===== src/rtl/ram_pkg.sv =====
// ram_pkg -- shared defaults and FSM state encoding for the RAM arbiter.
//   ADDR_W_DEF / DATA_W_DEF : default RAM address / data widths
//   state_t                 : arbiter FSM states (IDLE, ISSUE, CAPTURE)
package ram_pkg;
  localparam int ADDR_W_DEF = 4;
  localparam int DATA_W_DEF = 4;

  typedef enum logic [1:0] {
    IDLE    = 2'd0,
    ISSUE   = 2'd1,
    CAPTURE = 2'd2
  } state_t;
endpackage


===== src/rtl/rr_arb2.sv =====
// rr_arb2 -- two-way grant logic for the RAM arbiter.
// Optional feature macro: RAM_ARB_ROUND_ROBIN_EN
//   defined   : on a simultaneous request the requester not granted last wins;
//               the pointer updates on every accepted grant, resets to "last = 1".
//   undefined : fixed priority, requester 0 always wins; no pointer state.
// Ports:
//   clk, rst_n  : clock, async active-low reset
//   req0, req1  : requests
//   take        : a grant is being accepted this cycle (pointer update strobe)
//   gnt1        : 1 = requester 1 wins, 0 = requester 0 wins (valid when take)
module rr_arb2 (
  input  logic clk,
  input  logic rst_n,
  input  logic req0,
  input  logic req1,
  input  logic take,
  output logic gnt1
);

`ifdef RAM_ARB_ROUND_ROBIN_EN
  logic last1;  // 1 = requester 1 was granted last

  assign gnt1 = req1 & (~req0 | ~last1);

  always_ff @(posedge clk or negedge rst_n) begin
    if (!rst_n)    last1 <= 1'b1;
    else if (take) last1 <= gnt1;
  end
`else
  // Fixed priority needs no state; clock/reset/take are intentionally unused.
  logic unused_rr;
  assign unused_rr = &{1'b0, clk, rst_n, take};

  assign gnt1 = req1 & ~req0;
`endif

endmodule


===== src/rtl/ram_arbiter.sv =====
// ram_arbiter -- arbitrates two requesters onto one RAM with a registered
// read port. Each transaction takes IDLE -> ISSUE -> CAPTURE (3 cycles).
// Optional feature macro: RAM_ARB_ROUND_ROBIN_EN (round-robin vs. fixed priority,
// implemented in rr_arb2).
// Ports:
//   clk, rst_n                  : clock, async active-low reset
//   req0/1, we0/1               : request and write-enable per requester
//   addr0/1, wdata0/1           : address and write data per requester
//   ack0/1                      : one-cycle completion pulse (CAPTURE)
//   rdata                       : read result, valid with a read ack
//   busy                        : FSM not in IDLE
//   ram_addr, ram_data, ram_we  : shared RAM pins
//   ram_out                     : RAM read data, one cycle after ram_addr
module ram_arbiter
  import ram_pkg::*;
#(
  parameter int ADDR_W = ADDR_W_DEF,
  parameter int DATA_W = DATA_W_DEF
) (
  input  logic              clk,
  input  logic              rst_n,
  input  logic              req0,
  input  logic              req1,
  input  logic              we0,
  input  logic              we1,
  input  logic [ADDR_W-1:0] addr0,
  input  logic [ADDR_W-1:0] addr1,
  input  logic [DATA_W-1:0] wdata0,
  input  logic [DATA_W-1:0] wdata1,
  output logic              ack0,
  output logic              ack1,
  output logic [DATA_W-1:0] rdata,
  output logic              busy,
  output logic [ADDR_W-1:0] ram_addr,
  output logic [DATA_W-1:0] ram_data,
  output logic              ram_we,
  input  logic [DATA_W-1:0] ram_out
);

  state_t            state, state_nxt;
  logic [ADDR_W-1:0] lat_addr;
  logic [DATA_W-1:0] lat_data;
  logic              lat_we;
  logic              lat_id;   // granted requester
  logic [DATA_W-1:0] rdata_q;  // last read result, held across writes/idle
  logic              take;
  logic              gnt1;

  // Arbitration only happens in IDLE; requests during ISSUE/CAPTURE wait.
  assign take = (state == IDLE) & (req0 | req1);

  rr_arb2 u_arb (
    .clk   (clk),
    .rst_n (rst_n),
    .req0  (req0),
    .req1  (req1),
    .take  (take),
    .gnt1  (gnt1)
  );

  always_ff @(posedge clk or negedge rst_n) begin
    if (!rst_n) state <= IDLE;
    else        state <= state_nxt;
  end

  always_comb begin
    state_nxt = state;
    ack0      = 1'b0;
    ack1      = 1'b0;
    ram_we    = 1'b0;
    busy      = (state != IDLE);
    ram_addr  = lat_addr;
    ram_data  = lat_data;
    rdata     = rdata_q;
    case (state)
      IDLE:    if (take) state_nxt = ISSUE;
      ISSUE: begin
        ram_we    = lat_we;
        state_nxt = CAPTURE;
      end
      CAPTURE: begin
        ack0      = ~lat_id;
        ack1      = lat_id;
        // RAM output is valid now; present it directly so rdata lines up with ack.
        if (!lat_we) rdata = ram_out;
        state_nxt = IDLE;
      end
      default: state_nxt = IDLE;
    endcase
  end

  always_ff @(posedge clk or negedge rst_n) begin
    if (!rst_n) begin
      lat_addr <= '0;
      lat_data <= '0;
      lat_we   <= 1'b0;
      lat_id   <= 1'b0;
    end else if (take) begin
      lat_addr <= gnt1 ? addr1  : addr0;
      lat_data <= gnt1 ? wdata1 : wdata0;
      lat_we   <= gnt1 ? we1    : we0;
      lat_id   <= gnt1;
    end
  end

  always_ff @(posedge clk or negedge rst_n) begin
    if (!rst_n)                              rdata_q <= '0;
    else if (state == CAPTURE && !lat_we)    rdata_q <= ram_out;
  end

endmodule


===== config.mk =====
export PLATFORM = sky130hd
export DESIGN_NAME = ram_arbiter
export DESIGN_NICKNAME = d
export VERILOG_FILES = /design/src/rtl/ram_pkg.sv /design/src/rtl/rr_arb2.sv /design/src/rtl/ram_arbiter.sv
export SDC_FILE = /design/constraint.sdc
export NUM_CORES = 1
export LEC_CHECK = 0
export BUFFER_PORTS_ARGS = -buffer_cell sky130_fd_sc_hd__buf_2
export CORE_ASPECT_RATIO = 1.1
export CORE_MARGIN = 3
export CORE_UTILIZATION = 42
export CTS_BUF_LIST = sky130_fd_sc_hd__clkbuf_2 sky130_fd_sc_hd__clkbuf_4 sky130_fd_sc_hd__clkbuf_8
export DETAILED_ROUTE_END_ITERATION = 10
export GPL_ROUTABILITY_DRIVEN = 0
export GPL_TIMING_DRIVEN = 0
export PLACE_DENSITY = 0.74
export SYNTH_ARGS = -nofsm -noshare
export SYNTH_HDL_FRONTEND = slang
export SYNTH_SLANG_ARGS = --single-unit

===== constraint.sdc =====
create_clock -name clk -period 1.26 [get_ports clk]
set_input_delay 0.063 -clock clk [delete_from_list [all_inputs] [get_ports clk]]
set_output_delay 0.063 -clock clk [all_outputs]
set_load 0.01 [all_outputs]

==> results of run 1 <==
-- power by group --
part           switching (mW)  leakage (nW)  internal (mW)
clock network           0.168        0.0210          0.176
logic                   0.625         0.504           1.23
registers               0.172         0.190          0.778
total                   0.966         0.715           2.18
-- layout make-up --
cell class	instances	area (µm²)	share of cell area
Buffer	2	26.3	0.0197
Clock buffer	4	36.3	0.0272
Inverter	2	7.51	0.00563
Multi-Input combinational cell	37	457	0.342
Sequential cell	16	400	0.300
Tap cell	27	33.8	0.0253
Timing Repair Buffer	55	373	0.280
-- worst register-to-register path: stages, from the launching register on --
cell	delay [ns]
dfrtp_1	0.42
nand2b_4	0.16
nor2_4	0.21
buf_4	0.16
buf_6	0.08
buf_6	0.07
mux2_2	0.31
-- layer usage --
| metal | share of wire | GRT usage | wire length [µm] | vias to the layer above |
|---|---|---|---|---|
| met4 | 0.0085 | 0.0569 | 15 | 0 |
| met2 | 0.52 | 0.299 | 921 | 34 |
| li1 | - | - | - | 319 |
| met5 | 0 | 0 | 0 | - |
| met3 | 0.080 | 0.0394 | 141 | 2 |
| met1 | 0.39 | 0.151 | 678 | 298 |
-- final timing paths --
kind / start / to / slack [ns]
worst max-delay path: state[0] / rdata[0] / -0.33
worst min-delay path: ram_out[0] / rdata_q[0] / 0.02
worst max register to register: state[0] / rdata_q[2] / -0.26
worst min register to register: ram_addr[0] / ram_addr[0] / 0.51
max in group asynchronous: rst_n / rdata_q[2] / 0.79
min in group asynchronous: rst_n / rdata_q[3] / 0.20
-- kinds of logic after synthesis --
kind of cell / Yosys count / share of synthesized area
muxes: 26 / 0.422
DFF: 16 / 0.469
and+or+nand+nor: 8 / 0.0557
buffers and inverters: 4 / 0.0308
AOI/OAI and AO/OA: 3 / 0.0220
-- registers in the layout (all words and copies together) (netlist names) --
signal    flops
ram_addr      4
ram_data      4
rdata_q       4
state         2
lat_id        1
lat_we        1
-- metrics by stage --
stage               hold WS (ns)  instance area (µm²)  setup TNS [ns]   util  worst slack (ns)
finish                    0.0159                 1330           -4.28  0.724            -0.331
global route              0.0144                 1330           -5.74  0.724            -0.406
CTS                      0.00676                 1320           -4.37  0.717            -0.366
detailed placement      -0.00511                 1100          -0.990  0.596            -0.111
global placement         -0.0131                 1100          -0.791  0.596            -0.102
floorplan                 -0.233                  860               0      -            0.0265
-- cells in the mapped netlist (all sizes together) --
library cell and instances:
nor2b 1, mux2 26, a21oi 2, buf 2
inv 2, o21a 1, nor2 4, and2 1
nand2b 2, dfrtp 16
-- timing repair --
action	4_1_cts	5_1_grt
pin swaps	2	1
endpoints found under the setup margin	17	21
endpoints found under the hold margin	17	0
hold buffers	2	0
gates cloned	1	0
buffers inserted	10	1
gates resized for setup	12	2
==> flow_metrics.env, run 1 <==
export IMPL_rsz0062_at_grt="yes"
export IMPL_ios=42
export IMPL_final_common_cell="buf_2"
export IMPL_critical_path_class="reg2out"
export IMPL_cp_buffers_inverters=1
export IMPL_maxCapViolCount=0
export IMPL_pwr_density_cell_nw_per_um2=2360
export IMPL_cts_buffers=3
export IMPL_synth_seq_cells=16
export IMPL_fin_crit_sh=1.26
export IMPL_routed_wirelength_um=1760
export IMPL_syn_area_um2=853
export IMPL_cts_clk_slew_worst_paths_ns=0.10
export IMPL_route_antenna_remaining_nets=0
export IMPL_core_area_um2=1840
export IMPL_io_buffers=41
export IMPL_worstPathArrival_ns=1.53
export IMPL_finalCriticalPeriod_ns=1.59
export IMPL_yosys_top_cells_area="dfrtp_1, mux2_4, mux2_2"
export IMPL_antenna_found_initial=0
export IMPL_final_net_count=143
export IMPL_grt_overflow=0
export IMPL_crit_family="flip-flops"
export IMPL_slowest_delay_ns=0.42
export IMPL_cts_tree="built"
export IMPL_stdcell_count=143
export IMPL_path_depth=4
export IMPL_num_antenna_cells=0
export IMPL_initial_core_util=0.463
export IMPL_clock_skew_ns=0.00986
export IMPL_max_freq_mhz=628
export IMPL_clk_latency_ns=0.29
export IMPL_power_total_mw=3.15
export IMPL_rows=16
export IMPL_relSlewSlack=0.762
export IMPL_cp_max_fo=7
export IMPL_n_fill_cell=144
export IMPL_syn_avg_cell_area_um2=15.0
export IMPL_die_h_um=53.3
export IMPL_worst_slew_pin_slew_ns=0.357
export IMPL_htreeDepth=1
export IMPL_leakagePower_nw=0.715
export IMPL_drtIter0Drc=2
export IMPL_worstHoldPathCells=2
export IMPL_firstDrtPassIters=4
export IMPL_path_cells="nand2b_4 > nor2_4 > mux2_4 > buf_6"
export IMPL_grt_max_degree=17
export IMPL_clock_path_buffers=2
export IMPL_violations="negative setup slack"
export IMPL_slew_violations=0
export IMPL_numClockSinks=16
export IMPL_die_x_um=49.0
export IMPL_post_place_cells=125
export IMPL_drive_gt1_frac=0.784
export IMPL_wl_per_cell_um=12.3
export IMPL_finalSetupViolations=19
export IMPL_ir_drop_mv=1.35
export IMPL_syn_inst=57
export IMPL_ys_seq_area_frac=0.469
export IMPL_areaGrowthSynthToFinish_pct=56.3
export IMPL_yosys_warnings=0
export IMPL_hold_viol=0
export IMPL_cp_end_kind="primary output"
export IMPL_hp_class="in2reg"
export IMPL_cpMaxStageDelayCell="dfrtp_1"
export IMPL_yosys_area_top_type="dfrtp_1"
export IMPL_drcViolationCount=0
export IMPL_vias=653
export IMPL_synth_cell_types=13
export IMPL_start_kind="flop"
export IMPL_yosysTopAreaCellShare=0.469
export IMPL_reg2reg_depth=6
export IMPL_dieArea_um2=2610
export IMPL_setup_slack_ns=-0.331
export IMPL_root_buffer="clkbuf_4"
export IMPL_syn_nets=83
export IMPL_critPathRequiredTime_ns=1.20
export IMPL_viasPerCell=4.57
export IMPL_final_cell_mix="buf_2, mux2_4, dfrtp_1"
export IMPL_grtUsageTotal=0.151
export IMPL_grt_pass1_vias=750
export IMPL_dp_hpwl_um=1190
export IMPL_grt_pass1_wl_um=2920
export IMPL_outcome="finished with violations"
No activity file was read; power rests on OpenSTA's default activity.
==> run 2: changes to the inputs <==
RECOVER_POWER = 25   (was default)
==> run 2 against run 1 <==
Net effect:
- the flow still finishes with violations (negative setup slack)
- first-iteration DRC count fell by 50%
- flip-flop and latch count did not move
- worst hold slack barely moved
- die area did not move
- core utilization fell by 0.068 points
- via count rose by 0.31%
- combinational power barely moved
- fmax barely moved
- cell area barely moved
==> flow_metrics.env, run 2 (same netlist as run 1, synthesis figures left out) <==
export IMPL_outcome="finished with violations"
export IMPL_violations="negative setup slack"
export IMPL_drcViolationCount=0
export IMPL_seq_power_share=0.303
export IMPL_worst_slew_pin_slew_ns=0.850
export IMPL_clkPwrFrac=0.109
export IMPL_hold_viol=0
export IMPL_routed_wirelength_um=1750
export IMPL_die_h_um=53.3
export IMPL_htreeDepth=1
export IMPL_clk_latency_ns=0.29
export IMPL_p_switching_mw=0.966
export IMPL_dp_hpwl_um=1190
export IMPL_grt_max_degree=17
export IMPL_swShare=0.307
export IMPL_slowest_delay_ns=0.42
export IMPL_route_antenna_remaining_nets=0
export IMPL_core_area_um2=1840
export IMPL_finalCriticalPeriod_ns=1.59
export IMPL_worstHoldPathCells=2
export IMPL_hold_worst_slack_ns=0.0154
export IMPL_p_int_mw=2.18
export IMPL_grt_overflow=0
export IMPL_final_net_count=143
export IMPL_n_fill_cell=145
export IMPL_power_frac_comb=0.588
export IMPL_grtUsageTotal=0.151
export IMPL_antenna_found_initial=0
export IMPL_ir_drop_mv=1.35
export IMPL_final_common_cell="buf_2"
export IMPL_ios=42
export IMPL_root_buffer="clkbuf_4"
export IMPL_path_cells="nand2b_4 > nor2_4 > mux2_4 > buf_6"
export IMPL_cts_buffers=3
export IMPL_initial_core_util=0.463
export IMPL_setup_slack_ns=-0.330
export IMPL_cts_tree="built"
export IMPL_cts_clk_slew_worst_paths_ns=0.10
export IMPL_finalSetupViolations=19
export IMPL_slew_violations=0
export IMPL_reg2reg_depth=6
export IMPL_clock_skew_ns=0.00971
export IMPL_grt_pass1_vias=750
export IMPL_viasPerCell=4.58
export IMPL_final_util=0.724
export IMPL_numClockSinks=16
export IMPL_maxCapViolCount=0
export IMPL_cp_end_kind="primary output"
export IMPL_drive_gt1_frac=0.776
export IMPL_hp_class="in2reg"
export IMPL_critical_path_class="reg2out"
export IMPL_wl_per_cell_um=12.3
export IMPL_rsz0062_at_grt="yes"
export IMPL_cp_endpoint="rdata[0]"
export IMPL_num_antenna_cells=0
export IMPL_leakagePower_nw=0.712
export IMPL_dieArea_um2=2610
export IMPL_areaGrowthSynthToFinish_pct=56.2
export IMPL_grt_pass1_wl_um=2920
export IMPL_fin_crit_sh=1.26
export IMPL_critPathRequiredTime_ns=1.20
export IMPL_r2r_start="state[0]"
export IMPL_vias=655
export IMPL_r2r_setup_slack_ns=-0.26
export IMPL_cp_max_fo=7
export IMPL_max_freq_mhz=629
export IMPL_reg2reg_to="rdata_q[2]"
export IMPL_pwr_density_cell_nw_per_um2=2360
export IMPL_cpMaxStageDelayCell="dfrtp_1"
export IMPL_final_cell_mix="buf_2, mux2_4, dfrtp_1"
export IMPL_io_buffers=41
export IMPL_path_depth=4
export IMPL_rows=16
export IMPL_worstSetupStartpoint="state[0]"
export IMPL_firstDrtPassIters=4
export IMPL_drtIter0Drc=1
export IMPL_relSlewSlack=0.433
export IMPL_start_kind="flop"
export IMPL_crit_family="flip-flops"
export IMPL_worstPathArrival_ns=1.53
export IMPL_clock_path_buffers=2
export IMPL_cp_buffers_inverters=1
export IMPL_die_x_um=49.0
[run 2: power by group through the flow]
stage / Clock (mW) / Combinational, mW / Sequential (mW)
2_1_floorplan: 0 / 0.852 / 0.986
3_3_place_gp: 0 / 1.27 / 0.940
3_5_place_dp: 0 / 1.31 / 0.940
4_1_cts: 0.350 / 1.84 / 0.951
5_1_grt: 0.375 / 1.97 / 0.987
6_report: 0.344 / 1.85 / 0.952
[run 2: area by class of cell]
cell class	count	area, µm²	area share
repair buffers	55	372	0.279
inverters	2	7.51	0.00563
plain buffers	2	26.3	0.0197
well taps	27	33.8	0.0254
multi-input cells	37	457	0.343
clock buffers	4	36.3	0.0272
flip-flops and latches	16	400	0.300
[run 2: how the worst min path moves through the flow]
stage | start | endpoint
2_1_floorplan | rst_n | lat_id
3_3_place_gp | rst_n | rdata_q[0]
3_5_place_dp | rst_n | rdata_q[3]
4_1_cts | ram_out[3] | rdata_q[3]
5_1_grt | ram_out[3] | rdata_q[3]
6_report | ram_out[0] | rdata_q[0]
[run 2: through the flow]
step	power [mW]	setup slack (ns)	area (µm²)	TNS, ns	instances
5_1_grt	3.34	-0.406	1330	-5.74	143
2_1_floorplan	1.84	0.0265	860	0	57
3_5_place_dp	2.25	-0.111	1100	-0.990	125
3_3_place_gp	2.21	-0.102	1100	-0.791	125
6_report	3.15	-0.330	1330	-4.29	143
4_1_cts	3.14	-0.366	1320	-4.37	142
[run 2: timing repair]
action	CTS	global route
gates resized for setup	12	2
pin swaps	2	1
gates cloned	1	0
endpoints found under the setup margin	17	21
hold buffers	2	0
buffers inserted	10	1
hold endpoints to repair	17	0
[run 2: per-layer routing]
metal / up-vias / wire, µm / global-route usage
met5: - / 0 / 0
met4: 0 / 15 / 0.0569
met3: 2 / 135 / 0.0394
met2: 34 / 920 / 0.299
met1: 300 / 682 / 0.151
li1: 319 / - / -
==> run 3: changes to the inputs <==
CORE_MARGIN = default   (was 3)
==> run 3 against run 2 <==
Net effect:
- the flow still finishes with violations (negative setup slack)
- largest cell class unchanged
- clock skew down 0.0078 ns
- setup slack better by 0.087 ns
- fmax up 5.8%
- first-iteration DRC count up 100%
==> flow_metrics.env, run 3 (same netlist as run 1, synthesis figures left out) <==
export IMPL_outcome="finished with violations"
export IMPL_violations="negative setup slack"
export IMPL_worstPathArrival_ns=1.44
export IMPL_path_cells="nand2b_4 > nor2_4 > mux2_4 > buf_6"
export IMPL_hp_class="in2reg"
export IMPL_numClockSinks=16
export IMPL_areaGrowthSynthToFinish_pct=55.6
export IMPL_viasPerCell=4.58
export IMPL_grt_pass1_vias=680
export IMPL_swShare=0.310
export IMPL_hold_viol=0
export IMPL_cts_buffers=3
export IMPL_worstHoldPathCells=2
export IMPL_maxCapViolCount=0
export IMPL_antenna_found_initial=0
export IMPL_grtUsageTotal=0.171
export IMPL_root_buffer="clkbuf_4"
export IMPL_routed_wirelength_um=1690
export IMPL_critPathRequiredTime_ns=1.20
export IMPL_clkPwrFrac=0.104
export IMPL_power_frac_comb=0.593
export IMPL_core_area_um2=1840
export IMPL_final_util=0.721
export IMPL_setup_slack_ns=-0.243
export IMPL_power_total_mw=3.14
export IMPL_slew_violations=0
export IMPL_relSlewSlack=0.434
export IMPL_r2r_setup_slack_ns=-0.23
export IMPL_start_kind="flop"
export IMPL_seq_power_share=0.303
export IMPL_ir_drop_mv=1.47
export IMPL_max_freq_mhz=665
export IMPL_cts_tree="built"
export IMPL_clk_latency_ns=0.28
export IMPL_critical_path_class="reg2out"
export IMPL_htreeDepth=1
export IMPL_finalCriticalPeriod_ns=1.50
export IMPL_p_int_mw=2.17
export IMPL_cp_buffers_inverters=1
export IMPL_grt_max_degree=17
export IMPL_dieArea_um2=2220
export IMPL_ios=42
export IMPL_die_h_um=49.3
export IMPL_reg2reg_to="rdata_q[3]"
export IMPL_vias=651
export IMPL_reg2reg_depth=6
export IMPL_die_x_um=45.0
export IMPL_r2r_start="state[0]"
export IMPL_cp_max_fo=5
export IMPL_n_fill_cell=135
export IMPL_finalSetupViolations=19
export IMPL_route_antenna_remaining_nets=0
export IMPL_dp_hpwl_um=1150
export IMPL_rsz0062_at_grt="yes"
export IMPL_num_antenna_cells=0
export IMPL_min_to="rdata_q[0]"
export IMPL_firstDrtPassIters=4
export IMPL_hold_start="ram_out[0]"
export IMPL_leakagePower_nw=0.701
export IMPL_initial_core_util=0.463
export IMPL_worst_slew_pin_slew_ns=0.849
export IMPL_clock_skew_ns=0.00189
export IMPL_drcViolationCount=0
export IMPL_drive_gt1_frac=0.765
export IMPL_clock_path_buffers=2
export IMPL_crit_family="flip-flops"
export IMPL_drtIter0Drc=2
export IMPL_wl_per_cell_um=11.9
export IMPL_cp_end_kind="primary output"
export IMPL_cpMaxStageDelayCell="dfrtp_1"
export IMPL_fin_crit_sh=1.19
export IMPL_rows=16
export IMPL_io_buffers=41
export IMPL_cts_clk_slew_worst_paths_ns=0.09
export IMPL_final_cell_mix="buf_2, mux2_4, dfrtp_1"
export IMPL_final_net_count=142
export IMPL_slowest_delay_ns=0.39
export IMPL_grt_pass1_wl_um=2740
export IMPL_pwr_density_cell_nw_per_um2=2370
export IMPL_final_common_cell="buf_2"
export IMPL_p_switching_mw=0.975
export IMPL_grt_overflow=0
run 3: cell types whose count changed in the layout (fill, tap and decap cells not counted), sizes merged:
cell and change:
bufbuf -1
run 3: how the worst max path moves through the flow:
stage | start | endpoint | slack [ns] | cells after the start
after global routing | state[0] | rdata[2] | -0.31 | 4
after global placement | state[0] | rdata[3] | -0.09 | 4
after CTS | state[0] | rdata[3] | -0.28 | 4
after detailed placement | state[0] | rdata[1] | -0.12 | 4
after floorplan | state[0] | lat_we | 0.03 | 4
final | state[0] | rdata[3] | -0.24 | 4
run 3: power by group through the flow:
stage / registers [mW] / logic (mW) / clock network [mW]
6_report: 0.952 / 1.86 / 0.327
5_1_grt: 0.994 / 1.99 / 0.369
4_1_cts: 0.954 / 1.84 / 0.338
3_5_place_dp: 0.941 / 1.30 / 0
3_3_place_gp: 0.939 / 1.26 / 0
2_1_floorplan: 0.986 / 0.852 / 0
run 3: area by class of cell:
type,instances,area [µm²],area share
repair buffers,54,359,0.270
multi-input cells,37,463,0.349
well taps,27,33.8,0.0254
inverters,2,7.51,0.00566
flip-flops and latches,16,402,0.303
plain buffers,2,26.3,0.0198
clock buffers,4,36.3,0.0273
run 3: metal layers:
layer,GRT usage,wire length [µm]
met3,0.0370,83
met4,0.0606,23
met2,0.331,900
met5,0,0
met1,0.165,684
run 3: worst reg2reg max path, delay by kind of cell, from the launching register on:
kind          cells  cell delay (ns)
mux               1             0.32
flops             1             0.39
simple gates      2             0.33
buf+inv           3             0.35
run 3: stage by stage:
step / hold slack (ns) / setup slack (ns) / cell area, µm² / instances / TNS [ns]
after floorplan: -0.233 / 0.0265 / 860 / 57 / 0
after global placement: -0.0132 / -0.0927 / 1100 / 125 / -0.733
after global routing: 0.0129 / -0.312 / 1330 / 142 / -4.68
after CTS: 0.0246 / -0.283 / 1320 / 141 / -3.20
final: 0.0295 / -0.243 / 1330 / 142 / -3.45
after detailed placement: -0.00923 / -0.119 / 1100 / 125 / -1.00
run 3: repair_timing:
action                                  4_1_cts  5_1_grt
gates cloned                                  1        0
endpoints found under the setup margin       17       21
gates resized for setup                      15        1
buffers inserted                              9        1
hold buffers                                  2        0
pin swaps                                     2        1
hold endpoints to repair                     17        0
